<file path="config.mk">
export PLATFORM = sky130hd
export DESIGN_NAME = fifo_pixel_unpack
export DESIGN_NICKNAME = d
export VERILOG_FILES = /design/src/rtl/fifo_pixel_unpack.sv
export SDC_FILE = /design/constraint.sdc
export NUM_CORES = 1
export LEC_CHECK = 0
export CORE_UTILIZATION = 35
export DETAILED_ROUTE_END_ITERATION = 10
export PLACE_DENSITY_LB_ADDON = 0.25
export SYNTH_ARGS = -nofsm -noshare
export SYNTH_HDL_FRONTEND = slang
export SYNTH_SLANG_ARGS = --single-unit
</file>
<file path="constraint.sdc">
create_clock -name clk -period 3.2 [get_ports clk]
set_input_delay 0.64 -clock clk [delete_from_list [all_inputs] [get_ports clk]]
set_output_delay 0.64 -clock clk [all_outputs]
set_load 0.1 [all_outputs]
</file>
<file path="src/rtl/fifo_pixel_unpack.sv">
// fifo_pixel_unpack: drain stage behind the line FIFO.
// This stage pops DATA_WIDTH-bit words from the FIFO read port, which returns ff_rdat/ff_rvld
// one cycle after ff_rden. It splits each word into PIX_WIDTH-bit pixels, LSB pixel first, and
// offers them on a valid/ready handshake.
// One word is prefetched into a second register, so a pixel is available every cycle the
// consumer is ready, provided the FIFO keeps up.
// Optional feature: define UNDERFLOW_CNT_EN to build the saturating underflow counter.
// Without it, underflow_cnt is tied to zero. The underflow pulse is present in both builds.
module fifo_pixel_unpack #(
   parameter int DATA_WIDTH = 32,
   parameter int PIX_WIDTH  = 8,
   parameter int IDX_WIDTH  = 2
) (
   input  logic                  clk,
   input  logic                  rst,
   output logic                  ff_rden,
   input  logic [DATA_WIDTH-1:0] ff_rdat,
   input  logic                  ff_rvld,
   input  logic                  ff_empty,
   input  logic                  flush,
   output logic [PIX_WIDTH-1:0]  pix_dat,
   output logic                  pix_vld,
   input  logic                  pix_rdy,
   output logic                  underflow,
   output logic [15:0]           underflow_cnt
);

   localparam int PIX_PER_WORD = DATA_WIDTH / PIX_WIDTH;
   localparam logic [IDX_WIDTH-1:0] LAST_IDX = IDX_WIDTH'(PIX_PER_WORD - 1);

   // Word being unpacked
   logic [DATA_WIDTH-1:0] cur_word_q, cur_word_d;
   logic                  cur_vld_q,  cur_vld_d;
   // Prefetched word waiting behind cur
   logic [DATA_WIDTH-1:0] nxt_word_q, nxt_word_d;
   logic                  nxt_vld_q,  nxt_vld_d;
   // Position of the presented pixel inside cur
   logic [IDX_WIDTH-1:0]  pix_idx_q,  pix_idx_d;
   // A read was issued last cycle, so its data returns this cycle
   logic                  rd_pend_q,  rd_pend_d;
   // The next returning word belongs to data already flushed
   logic                  drop_q,     drop_d;
   // At least one pixel has been transferred since rst/flush
   logic                  started_q,  started_d;
   logic                  underflow_q, underflow_d;

   logic xfer;
   logic last_xfer;
   logic capture;

   assign xfer      = cur_vld_q & pix_rdy;
   assign last_xfer = xfer & (pix_idx_q == LAST_IDX);
   // A returning word is kept unless it belongs to a flushed read or a flush is active now
   assign capture   = ff_rvld & ~drop_q & ~flush;

   // Issue a read only when nothing is in flight and the prefetch slot is free
   assign ff_rden = ~ff_empty & ~rd_pend_q & ~nxt_vld_q & ~flush & ~rst;

   assign pix_vld   = cur_vld_q;
   assign underflow = underflow_q;

   // Select the current pixel out of cur, LSB pixel first
   always_comb begin
      pix_dat = '0;
      for (int i = 0; i < PIX_PER_WORD; i++) begin
         if (pix_idx_q == IDX_WIDTH'(i)) begin
            pix_dat = cur_word_q[i*PIX_WIDTH +: PIX_WIDTH];
         end
      end
   end

   // Next-state logic for the unpack registers, the read tracking and the underflow detector
   always_comb begin
      // NOTE: every signal gets its hold value first, so no branch can leave one unassigned (no latches).
      cur_word_d  = cur_word_q;
      cur_vld_d   = cur_vld_q;
      nxt_word_d  = nxt_word_q;
      nxt_vld_d   = nxt_vld_q;
      pix_idx_d   = pix_idx_q;
      drop_d      = drop_q;
      started_d   = started_q;
      rd_pend_d   = ff_rden;
      underflow_d = started_q & pix_rdy & ~cur_vld_q;

      // A word that belonged to flushed data is discarded here, which consumes the drop marker
      if (ff_rvld && drop_q) begin
         drop_d = 1'b0;
      end

      if (last_xfer) begin
         // cur is finished: refill it from nxt first, then from the word arriving now
         pix_idx_d = '0;
         if (nxt_vld_q) begin
            cur_word_d = nxt_word_q;
            nxt_vld_d  = 1'b0;
            if (capture) begin
               nxt_word_d = ff_rdat;
               nxt_vld_d  = 1'b1;
            end
         end else if (capture) begin
            cur_word_d = ff_rdat;
         end else begin
            cur_vld_d = 1'b0;
         end
      end else begin
         if (xfer) begin
            pix_idx_d = pix_idx_q + IDX_WIDTH'(1);
         end
         if (capture) begin
            if (!cur_vld_q) begin
               cur_word_d = ff_rdat;
               cur_vld_d  = 1'b1;
            end else begin
               nxt_word_d = ff_rdat;
               nxt_vld_d  = 1'b1;
            end
         end
      end

      if (xfer) begin
         started_d = 1'b1;
      end

      // A flush clears all held data in the same edge.
      // A read still in flight is marked so that its word is thrown away when it arrives.
      // A word that arrives during the flush cycle is already discarded by capture.
      if (flush) begin
         cur_word_d  = '0;
         cur_vld_d   = 1'b0;
         nxt_word_d  = '0;
         nxt_vld_d   = 1'b0;
         pix_idx_d   = '0;
         started_d   = 1'b0;
         underflow_d = 1'b0;
         drop_d      = (drop_q | rd_pend_q) & ~ff_rvld;
      end
   end

   // State register with synchronous reset
   always_ff @(posedge clk) begin
      if (rst) begin
         // NOTE: the data words are reset as well, because pix_dat must read zero after reset.
         cur_word_q  <= '0;
         cur_vld_q   <= 1'b0;
         nxt_word_q  <= '0;
         nxt_vld_q   <= 1'b0;
         pix_idx_q   <= '0;
         rd_pend_q   <= 1'b0;
         drop_q      <= 1'b0;
         started_q   <= 1'b0;
         underflow_q <= 1'b0;
      end else begin
         // NOTE: non-blocking assignments, so every register samples the pre-edge values.
         cur_word_q  <= cur_word_d;
         cur_vld_q   <= cur_vld_d;
         nxt_word_q  <= nxt_word_d;
         nxt_vld_q   <= nxt_vld_d;
         pix_idx_q   <= pix_idx_d;
         rd_pend_q   <= rd_pend_d;
         drop_q      <= drop_d;
         started_q   <= started_d;
         underflow_q <= underflow_d;
      end
   end

`ifdef UNDERFLOW_CNT_EN
   logic [15:0] underflow_cnt_q, underflow_cnt_d;

   // Count underflow pulses, saturating at all-ones. A flush does not clear the count.
   always_comb begin
      underflow_cnt_d = underflow_cnt_q;
      if (underflow_q && (underflow_cnt_q != 16'hFFFF)) begin
         underflow_cnt_d = underflow_cnt_q + 16'd1;
      end
   end

   // Underflow counter register, cleared only by rst
   always_ff @(posedge clk) begin
      if (rst) begin
         underflow_cnt_q <= 16'h0;
      end else begin
         underflow_cnt_q <= underflow_cnt_d;
      end
   end

   assign underflow_cnt = underflow_cnt_q;
`else
   assign underflow_cnt = 16'h0;
`endif

endmodule
</file>
==> flow_metrics.env <==
export IMPL_outcome="finished clean"
export IMPL_yosys_warnings=0
export IMPL_cp_arrival_ns=2.08
export IMPL_syn_area_per_cell_sq_um=8.62
export IMPL_core_area_sq_mm=0.00937
export IMPL_pwr_share_seq_pct=47.1
export IMPL_fin_setup_tns_ns=0
export IMPL_end_kind="output port"
export IMPL_clkSinkCount=72
export IMPL_crit_path_start_kind="register"
export IMPL_path_clk_slew_ns=0.07
export IMPL_path_cells="inv_1, ha_1, a21oi_1, o21ai_0, a22o_1, buf_4"
export IMPL_p_switching_w=0.000528
export IMPL_worst_pin_slew_ns=0.773
export IMPL_dp_hpwl_um=5280
export IMPL_final_core_util_pct=43.9
export IMPL_hold_class="reg2reg"
export IMPL_yosysTopAreaCell="dfxtp_1"
export IMPL_antenna_found_initial=0
export IMPL_syn_instance_count=397
export IMPL_relSlewSlack_pct=48.5
export IMPL_drt_total_wl_um=8100
export IMPL_io_buffers=48
export IMPL_syn_area_sq_mm=0.00342
export IMPL_detail_route_vias_per_cell=5.27
export IMPL_ys_seq_area_share_pct=42.1
export IMPL_pin_count=65
export IMPL_synthFlopType="dfxtp_1"
export IMPL_cts_max_path_buffers=2
export IMPL_finalHoldViolCount=0
export IMPL_track_usage_pct=16.7
export IMPL_hold_buffers=0
export IMPL_place_congestion=0.808
export IMPL_critical_path_class="reg2out"
export IMPL_wl_per_cell_um=14.5
export IMPL_cts_buffers_inserted=9
export IMPL_fin_crit_ns=2.72
export IMPL_drive_above_1_share_pct=9.32
export IMPL_drtIter0Drc=123
export IMPL_drv_cap=0
export IMPL_fmax_mhz=368
export IMPL_final_max_slew_viol_count=0
export IMPL_std_cell_rows=35
export IMPL_htreeDepth=3
export IMPL_dr_pass1_iters=4
export IMPL_sw_frac_of_total_pct=27.2
export IMPL_slowest_delay_ns=0.41
export IMPL_syn_to_final_growth_pct=20.3
export IMPL_synth_seq_cells=72
export IMPL_ys_types=32
export IMPL_final_antenna_net_count=0
export IMPL_crit_slowest_cell="dfxtp_1"
export IMPL_grt_max_degree=72
export IMPL_powerDensity_mw_per_mm2=472
export IMPL_insertion_delay_ns=0.34
export IMPL_p_int_w=0.00142
export IMPL_die_area_sq_mm=0.0102
export IMPL_die_x_um=101
export IMPL_start_util_pct=36.5
export IMPL_synth_edff_count=0
export IMPL_dr_total_vias=2940
export IMPL_grt_pass1_wl_um=13100
export IMPL_fin_skew_ns=0.00756
export IMPL_combPwrFrac_pct=12.4
export IMPL_post_cts_buffers=0
export IMPL_cts_root_buf="clkbuf_8"
export IMPL_yosys_top_cells_area="dfxtp_1, mux2i_1, o32ai_1, a21oi_1, o21ai_0"
export IMPL_clkPwrFrac_pct=40.6
export IMPL_drc_errors=0
export IMPL_synth_commonest_cells="dfxtp_1, a21oi_1, o21ai_0, inv_1, mux2i_1"
export IMPL_globalRoute_totalOverflow=0
export IMPL_ir_worst_vdd_uv=270
export IMPL_regToRegSetupSlack_ns=0.78
export IMPL_die_y_um=101
export IMPL_critPathMaxFanout=16
export IMPL_synthArstFlopShare_pct=0
export IMPL_synth_top_area_share_pct=42.1
export IMPL_fin_nets=466
export IMPL_grt_setup_unrepaired="false"
export IMPL_num_antenna_cells=0
export IMPL_cts_tree="yes"
export IMPL_synth_most_common_cell="dfxtp_1"
export IMPL_fin_crit_sh_pct=85.0
export IMPL_power_leakage_nw=1.56
export IMPL_grt_pass1_vias=2593
export IMPL_worstPathRequired_ns=2.56
export IMPL_post_cts_resized=0
export IMPL_setup_violations=0
cell families (layout without fill, tap and decap cells):
| logic type | after synthesis | after routing | share of synthesized area (%) |
|---|---|---|---|
| compound gates | 137 | 137 | 24.8 |
| buf+inv | 88 | 105 | 12.3 |
| flops | 72 | 72 | 42.1 |
| simple gates | 62 | 62 | 9.47 |
| mux | 33 | 33 | 9.66 |
| fa+ha+maj | 4 | 4 | 1.46 |
| other cells | 1 | 16 | 0.110 |
final timing paths:
path,startpoint,endpoint,cells past startpoint
max,pix_idx_q[0],pix_dat[5],6
min,started_q,underflow,2
max reg2reg,pix_idx_q[0],nxt_word_q[23],5
min reg2reg,started_q,underflow,2
worst max-delay path, delay by kind of cell (launching register included):
family | cells | cell delay, ns
AOI/OAI and AO/OA | 3 | 0.61
DFF | 1 | 0.41
buffers and inverters | 2 | 0.32
adders and majority gates | 1 | 0.40
state kept, by name (all words and copies together), names as in the netlist:
register,cells
cur_word_q,32
nxt_word_q,32
pix_idx_q,2
drop_q,1
nxt_vld_q,1
pix_vld,1
rd_pend_q,1
started_q,1
underflow,1
routing by layer:
metal  vias to the layer above  share of wire (%)  track usage, %
li1                       1449                  -               -
met2                        73                 47            26.1
met3                         8                4.9            4.02
met5                         -                  0               0
met4                         0               0.95            5.69
met1                      1410                 47            22.6
per-stage QoR:
step	setup slack [ns]	cells	power, W	instance area (sq um)	hold slack (ns)
floorplan	0.284	412	0.00112	3490	0.414
detailed placement	0.680	542	0.00118	3890	0.426
global placement	0.698	542	0.00117	3890	0.425
finish	0.480	558	0.00194	4120	0.436
global route	0.327	558	0.00203	4120	0.449
CTS	0.487	558	0.00197	4120	0.436
power by group through the flow:
| stage | clock network [W] | registers [W] | logic [W] |
|---|---|---|---|
| 2_1_floorplan | 0 | 0.000935 | 0.000180 |
| 3_3_place_gp | 0 | 0.000935 | 0.000240 |
| 3_5_place_dp | 0 | 0.000935 | 0.000241 |
| 4_1_cts | 0.000810 | 0.000914 | 0.000241 |
| 5_1_grt | 0.000861 | 0.000916 | 0.000253 |
| 6_report | 0.000788 | 0.000914 | 0.000240 |
layout make-up:
type,count,area [sq um]
timing repair buffer,55,531
tap,129,161
fill,974,5260
clock buffer,9,124
multi-input combinational,252,1630
inverter,34,128
sequential,72,1440
clock inverter,7,96.3
cells in the final DEF, fill, tap and decap left out, types with 14 or more instances in the layout:
master / n
dfxtp_1: 72
o21ai_0: 36
mux2i_1: 33
a21oi_1: 53
nand2_1: 14
inv_1: 34
o32ai_1: 32
conb_1: 16
clkdlybuf4s50_1: 37
nand3_1: 32
buf_4: 16
Note: power is estimated with default switching activity, not from simulation.
